File: config.mk
export PLATFORM = sky130hd
export DESIGN_NAME = button_debouncer
export DESIGN_NICKNAME = d
export VERILOG_FILES = /design/src/rtl/debounce_pkg.sv /design/src/rtl/sync_2ff.sv /design/src/rtl/button_debouncer.sv
export SDC_FILE = /design/constraint.sdc
export NUM_CORES = 1
export LEC_CHECK = 0
export CAP_MARGIN = 5
export CORE_UTILIZATION = 36
export CTS_BUF_LIST = sky130_fd_sc_hd__clkbuf_2
export DETAILED_ROUTE_END_ITERATION = 16
export RECOVER_POWER = 50
export SETUP_SLACK_MARGIN = 0.4
export SLEW_MARGIN = 15
export SYNTH_ARGS = -nofsm -noshare
export SYNTH_HDL_FRONTEND = slang
export SYNTH_HIERARCHICAL = 1
export SYNTH_SLANG_ARGS = --single-unit
File: constraint.sdc
create_clock -name clk -period 1.85 [get_ports clk]
set_input_delay 0.185 -clock clk [delete_from_list [all_inputs] [get_ports clk]]
set_output_delay 0.185 -clock clk [all_outputs]
set_load 0.03 [all_outputs]
File: src/rtl/debounce_pkg.sv
// Shared types and constants for the push-button debouncer.
// State encoding and normalised button levels.
package debounce_pkg;

  typedef enum logic [1:0] {
    IDLE_REL = 2'b00,
    WAIT_PRS = 2'b01,
    IDLE_PRS = 2'b10,
    WAIT_REL = 2'b11
  } state_t;

  localparam logic BTN_PRESSED  = 1'b1;
  localparam logic BTN_RELEASED = 1'b0;

endpackage

File: src/rtl/sync_2ff.sv
// Two-flop synchronizer for asynchronous board inputs.
// Ports: i_clk, i_rst_n (async active-low), i_d (async in), o_q (synced out).
module sync_2ff #(
  parameter logic RESET_VAL = 1'b0
) (
  input  logic i_clk,
  input  logic i_rst_n,
  input  logic i_d,
  output logic o_q
);

  logic r_meta;
  logic r_sync;

  always_ff @(posedge i_clk or negedge i_rst_n) begin
    if (!i_rst_n) begin
      r_meta <= RESET_VAL;
      r_sync <= RESET_VAL;
    end else begin
      r_meta <= i_d;
      r_sync <= r_meta;
    end
  end

  assign o_q = r_sync;

endmodule

File: src/rtl/button_debouncer.sv
// Push-button debouncer: pad -> 2FF sync -> stability FSM -> start_clean.
// Ports: clk, reset (async active-low), btn_raw (pad), start_clean (1=pressed),
// press_pulse (one-cycle press strobe, present only with BTN_EDGE_PULSE_EN).
module button_debouncer
  import debounce_pkg::*;
#(
  parameter int   DEBOUNCE_CYCLES = 500000,
  parameter logic ACTIVE_LOW      = 1'b1
) (
  input  logic clk,
  input  logic reset,
  input  logic btn_raw,
`ifdef BTN_EDGE_PULSE_EN
  output logic press_pulse,
`endif
  output logic start_clean
);

  localparam int CNT_WIDTH = $clog2(DEBOUNCE_CYCLES + 1);

  localparam logic [CNT_WIDTH-1:0] CNT_LAST =
    CNT_WIDTH'(DEBOUNCE_CYCLES - 1);
  localparam logic [CNT_WIDTH-1:0] CNT_MAX =
    CNT_WIDTH'(DEBOUNCE_CYCLES);

  // Unpressed pad level, so reset never looks like a press.
  localparam logic PAD_IDLE = ACTIVE_LOW ? 1'b1 : 1'b0;

  logic                 w_pad_sync;
  logic                 w_btn_s;
  logic                 w_done;
  logic [CNT_WIDTH-1:0] w_cnt_inc;

  state_t               r_state;
  state_t               w_state_nxt;
  logic [CNT_WIDTH-1:0] r_cnt;
  logic [CNT_WIDTH-1:0] w_cnt_nxt;
  logic                 r_clean;
  logic                 w_clean_nxt;
  logic                 w_rise;

  sync_2ff #(
    .RESET_VAL (PAD_IDLE)
  ) u_sync (
    .i_clk   (clk),
    .i_rst_n (reset),
    .i_d     (btn_raw),
    .o_q     (w_pad_sync)
  );

  assign w_btn_s = ACTIVE_LOW ? ~w_pad_sync : w_pad_sync;

  // >= rather than == lets DEBOUNCE_CYCLES==1 accept after one
  // WAIT cycle, since WAIT is always entered with the count at 1.
  assign w_done = (r_cnt >= CNT_LAST);

  // Saturating increment: the count never wraps back to zero.
  assign w_cnt_inc = (r_cnt == CNT_MAX) ? r_cnt
                                        : r_cnt + 1'b1;

  always_comb begin
    w_state_nxt = r_state;
    w_cnt_nxt   = r_cnt;
    w_clean_nxt = r_clean;
    w_rise      = 1'b0;
    case (r_state)
      IDLE_REL: begin
        w_cnt_nxt = '0;
        if (w_btn_s == BTN_PRESSED) begin
          w_state_nxt = WAIT_PRS;
          w_cnt_nxt   = CNT_WIDTH'(1);
        end
      end
      WAIT_PRS: begin
        if (w_btn_s != BTN_PRESSED) begin
          w_state_nxt = IDLE_REL;
          w_cnt_nxt   = '0;
        end else if (w_done) begin
          w_state_nxt = IDLE_PRS;
          w_cnt_nxt   = '0;
          w_clean_nxt = 1'b1;
          w_rise      = 1'b1;
        end else begin
          w_cnt_nxt = w_cnt_inc;
        end
      end
      IDLE_PRS: begin
        w_cnt_nxt = '0;
        if (w_btn_s == BTN_RELEASED) begin
          w_state_nxt = WAIT_REL;
          w_cnt_nxt   = CNT_WIDTH'(1);
        end
      end
      WAIT_REL: begin
        if (w_btn_s != BTN_RELEASED) begin
          w_state_nxt = IDLE_PRS;
          w_cnt_nxt   = '0;
        end else if (w_done) begin
          w_state_nxt = IDLE_REL;
          w_cnt_nxt   = '0;
          w_clean_nxt = 1'b0;
        end else begin
          w_cnt_nxt = w_cnt_inc;
        end
      end
      default: begin
        w_state_nxt = IDLE_REL;
        w_cnt_nxt   = '0;
        w_clean_nxt = 1'b0;
      end
    endcase
  end

`ifdef BTN_EDGE_PULSE_EN
  logic r_pulse;
`endif

  always_ff @(posedge clk or negedge reset) begin
    if (!reset) begin
      r_state <= IDLE_REL;
      r_cnt   <= '0;
      r_clean <= 1'b0;
`ifdef BTN_EDGE_PULSE_EN
      r_pulse <= 1'b0;
`endif
    end else begin
      r_state <= w_state_nxt;
      r_cnt   <= w_cnt_nxt;
      r_clean <= w_clean_nxt;
`ifdef BTN_EDGE_PULSE_EN
      r_pulse <= w_rise;
`endif
    end
  end

  assign start_clean = r_clean;

`ifdef BTN_EDGE_PULSE_EN
  assign press_pulse = r_pulse;
`else
  // Rise strobe has no consumer without the pulse output.
  logic w_unused;
  assign w_unused = w_rise;
`endif

endmodule
==> metrics.md <==
| Metric | Value |
|---|---|
| Post-Route WL | between 2000 and 3000 um |
| DRC | 0 |
| Routed length on met1 | between 1000 and 1500 um |
| Fmax | approximately 0.52 GHz |
| CP Max Fanout | 6 |
| Area Growth Syn to Fin | 33.9% |
| CTS H-tree depth | 1 |
| Vias in the first global route | slightly below 1000 |
| Synth Instances | around 130 |
| Hold Crit Class | in2reg |
| Die X | between 60 and 70 um |
| CP endpoint kind | register |
| Tmin final | between 1.5 and 2 ns |
| Syn Area/Cell | 9.50 um2 |
| Num rows | 21 |
| Slew margin rel. | 0.121 |
| CTS Buffer Depth | 2 |
| Pin count of the biggest net entering global routing | 25 |
| Area of the multi-input gates | approximately 670 um2 |
| Cts hold-fix bufs | 0 |
| Post-synthesis sequential area ratio | 0.481 |
| Violated checks | negative setup slack |
| Antenna cells | 0 |
| DR WL met3 | approximately 36 um |
| Clock skew | around 0.009 ns |
| Root Driver | clkbuf_2 |
| Nets | 175 |
| Via density per instance | about 4.8 |
| Maxcap violations | 0 |
| Most frequent cells in the layout | 28 x buf_4, 22 x nor2_1, 22 x dfrtp_1 |
| Crit path DAT | 2.23 ns |
| Setup TNS | -1.19 ns |
| Register area | 603 um2 |
| Most common cell after layout, fill and taps aside | buf_4 |
| Via count | 1035 |
| P per Cell Area | a little under 500 nW/um2 |
| Clock Latency Late Sink | 0.35 ns |
| Port bufs | 3 |
| Clock sinks | 24 |
| Wire length per cell | ~13 um |
| Initial cell density of the core | 0.376 |
| Share of layout cells above drive strength 1 | 0.284 |
| Grt total ovfl | 0 |
| Cts bufs inserted | 3 |
| Tcrit/Tclk final | 1.05 |
| # IOs | 4 |
| Synth warnings | 6 |
| Unrepaired setup endpoints after global routing | true |
| Placer congestion estimate | about 0.84 |
| Post-route ant nets | 0 |
| Post-route setup slack | -0.0889 ns |
| Leak Pwr | between 0.0007 and 0.0008 uW |
| DIE AREA | 3720 um2 |
| Seq cells post-synth | 24 |
| Initial antenna violation count | 0 |
| # setup viols final | 21 |
| HPWL Detailed | ~1900 um |
| Final Max Slew Viols | 0 |
| Clock-pin slew on the worst setup and hold paths | 0.24 ns |
| Peak VDD IR | roughly 0.26 mV |
| CTS tree | done |
| Core Util, Final | 0.503 |
| Pre-Repair DR Iteration Count | 4 |
| Outcome | finished, violations left |
| Syn Nets | roughly 140 |
| DR top layer | met4 |
| Critical path launch point type | register |
| First-pass GRT wire length | around 4400 um |
| WHS | between 0.3 and 0.4 ns |
| Final-report hold violation count | 0 |
| Fill count | 326 |
| Post-Synthesis Cell Area | around 1300 um2 |
| Initial DRC Count | 20 |
| Core footprint | about 3300 um2 |
| Met2 wire length | approximately 1400 um |
| Slew @ Worst Pin | 1.32 ns |
| Worst Setup Path Type | reg2reg |
| GRT Total Usage | 0.165 |
| Netlist cell types | 31 |
| CP required | roughly 2.1 ns |
| Die height | 61.0 um |
-- stage by stage --
| stage | setup slack, ns | cell area (um2) | cells | total power [uW] |
|---|---|---|---|---|
| 2_1_floorplan | -0.0572 | 1260 | 132 | 573 |
| 6_report | -0.0889 | 1680 | 215 | 817 |
| 3_3_place_gp | -0.0384 | 1530 | 204 | 605 |
| 4_1_cts | -0.0843 | 1590 | 211 | 819 |
| 5_1_grt | -0.170 | 1680 | 215 | 855 |
| 3_5_place_dp | -0.0815 | 1530 | 204 | 607 |
-- worst max-delay path, stage by stage, from the launching register on --
cell and delay (ns):
dfrtp_1 0.43, or4_4 0.58, nor2_2 0.11, a211o_1 0.19, buf_4 0.14, nand4_4 0.13, buf_6 0.18, nor2_1 0.12
-- power breakdown --
part | total, uW | switching [uW] | leakage [uW] | internal (uW)
logic | 63.7 | 33.2 | 0.000378 | 30.5
registers | 542 | 7.63 | 0.000324 | 535
clock network | 211 | 164 | 0.0000140 | 47.0
-- worst paths after layout --
check / start / to / cells after the start / slack, ns
max: r_cnt[6] / r_cnt[13] / 7 / -0.09
min: btn_raw / u_sync/r_meta / 1 / 0.35
max reg2reg: r_cnt[6] / r_cnt[13] / 7 / -0.09
min in group asynchronous: reset / r_cnt[6] / 2 / 0.61
min reg2reg: u_sync/r_meta / u_sync/o_q / 0 / 0.38
max in group asynchronous: reset / async pin / 2 / 0.47
-- layer usage --
layer | global-route usage | vias to the layer above
met3 | 0.0378 | 2
met1 | 0.208 | 500
met5 | 0 | -
met2 | 0.273 | 5
met4 | 0.0747 | 0
li1 | - | 528
-- area by class of cell --
cell class,instances,share of cell area
Inverter,8,0.0179
Tap cell,46,0.0343
Clock buffer,3,0.00894
Timing Repair Buffer,35,0.178
Multi-Input combinational cell,98,0.399
Sequential cell,24,0.359
Clock inverter,1,0.00224
-- flip-flops by register name (all words and copies together), names as in the netlist, named ones only --
name	cells
start_clean	1
r_cnt	19
r_state	1
u_sync/r_meta	1
u_sync/o_q	1
-- cells in the mapped netlist --
cell      count  area (um2)
or3_1         1        6.26
nor4_1        1        6.26
mux2i_1       2        20.0
dfrtp_1      22         551
o21ai_0       1        5.00
a21boi_0      1        7.51
dfstp_2       2        52.6
nor3_1        5        25.0
a211o_1       1        8.76
xnor2_1      11        96.3
a21oi_1       3        15.0
buf_2         1        5.00
ha_1          2        25.0
nand2_1      11        41.3
xor2_1        7        61.3
nand2b_1      1        6.26
nand4_2       2        25.0
nor4b_1       2        17.5
clkbuf_1      1        3.75
nor2_1       26        97.6
and3_1        3        18.8
or4_1         1        7.51
or3b_2        1        8.76
and4_1        2        17.5
a31oi_1       2        12.5
o22ai_1       1        6.26
nand3_1       5        25.0
nand4_1       4        25.0
inv_1         8        30.0
nor4_2        1        12.5
or4b_4        1        13.8
-- timing repair --
item,4_1_cts,5_1_grt
gates resized for setup,5,8
cloned,0,1
pin swaps,1,2
endpoints found under the setup margin,23,22
endpoints found under the hold margin,0,0
setup buffers,3,3
-- kinds of logic after synthesis --
kind of cell / synth area share
fa+ha+maj: 0.0200
mux: 0.0160
compound gates: 0.0439
flops: 0.481
buf+inv: 0.0309
simple gates: 0.282
xor+xnor: 0.126
Note: power is estimated with default switching activity, not from simulation.
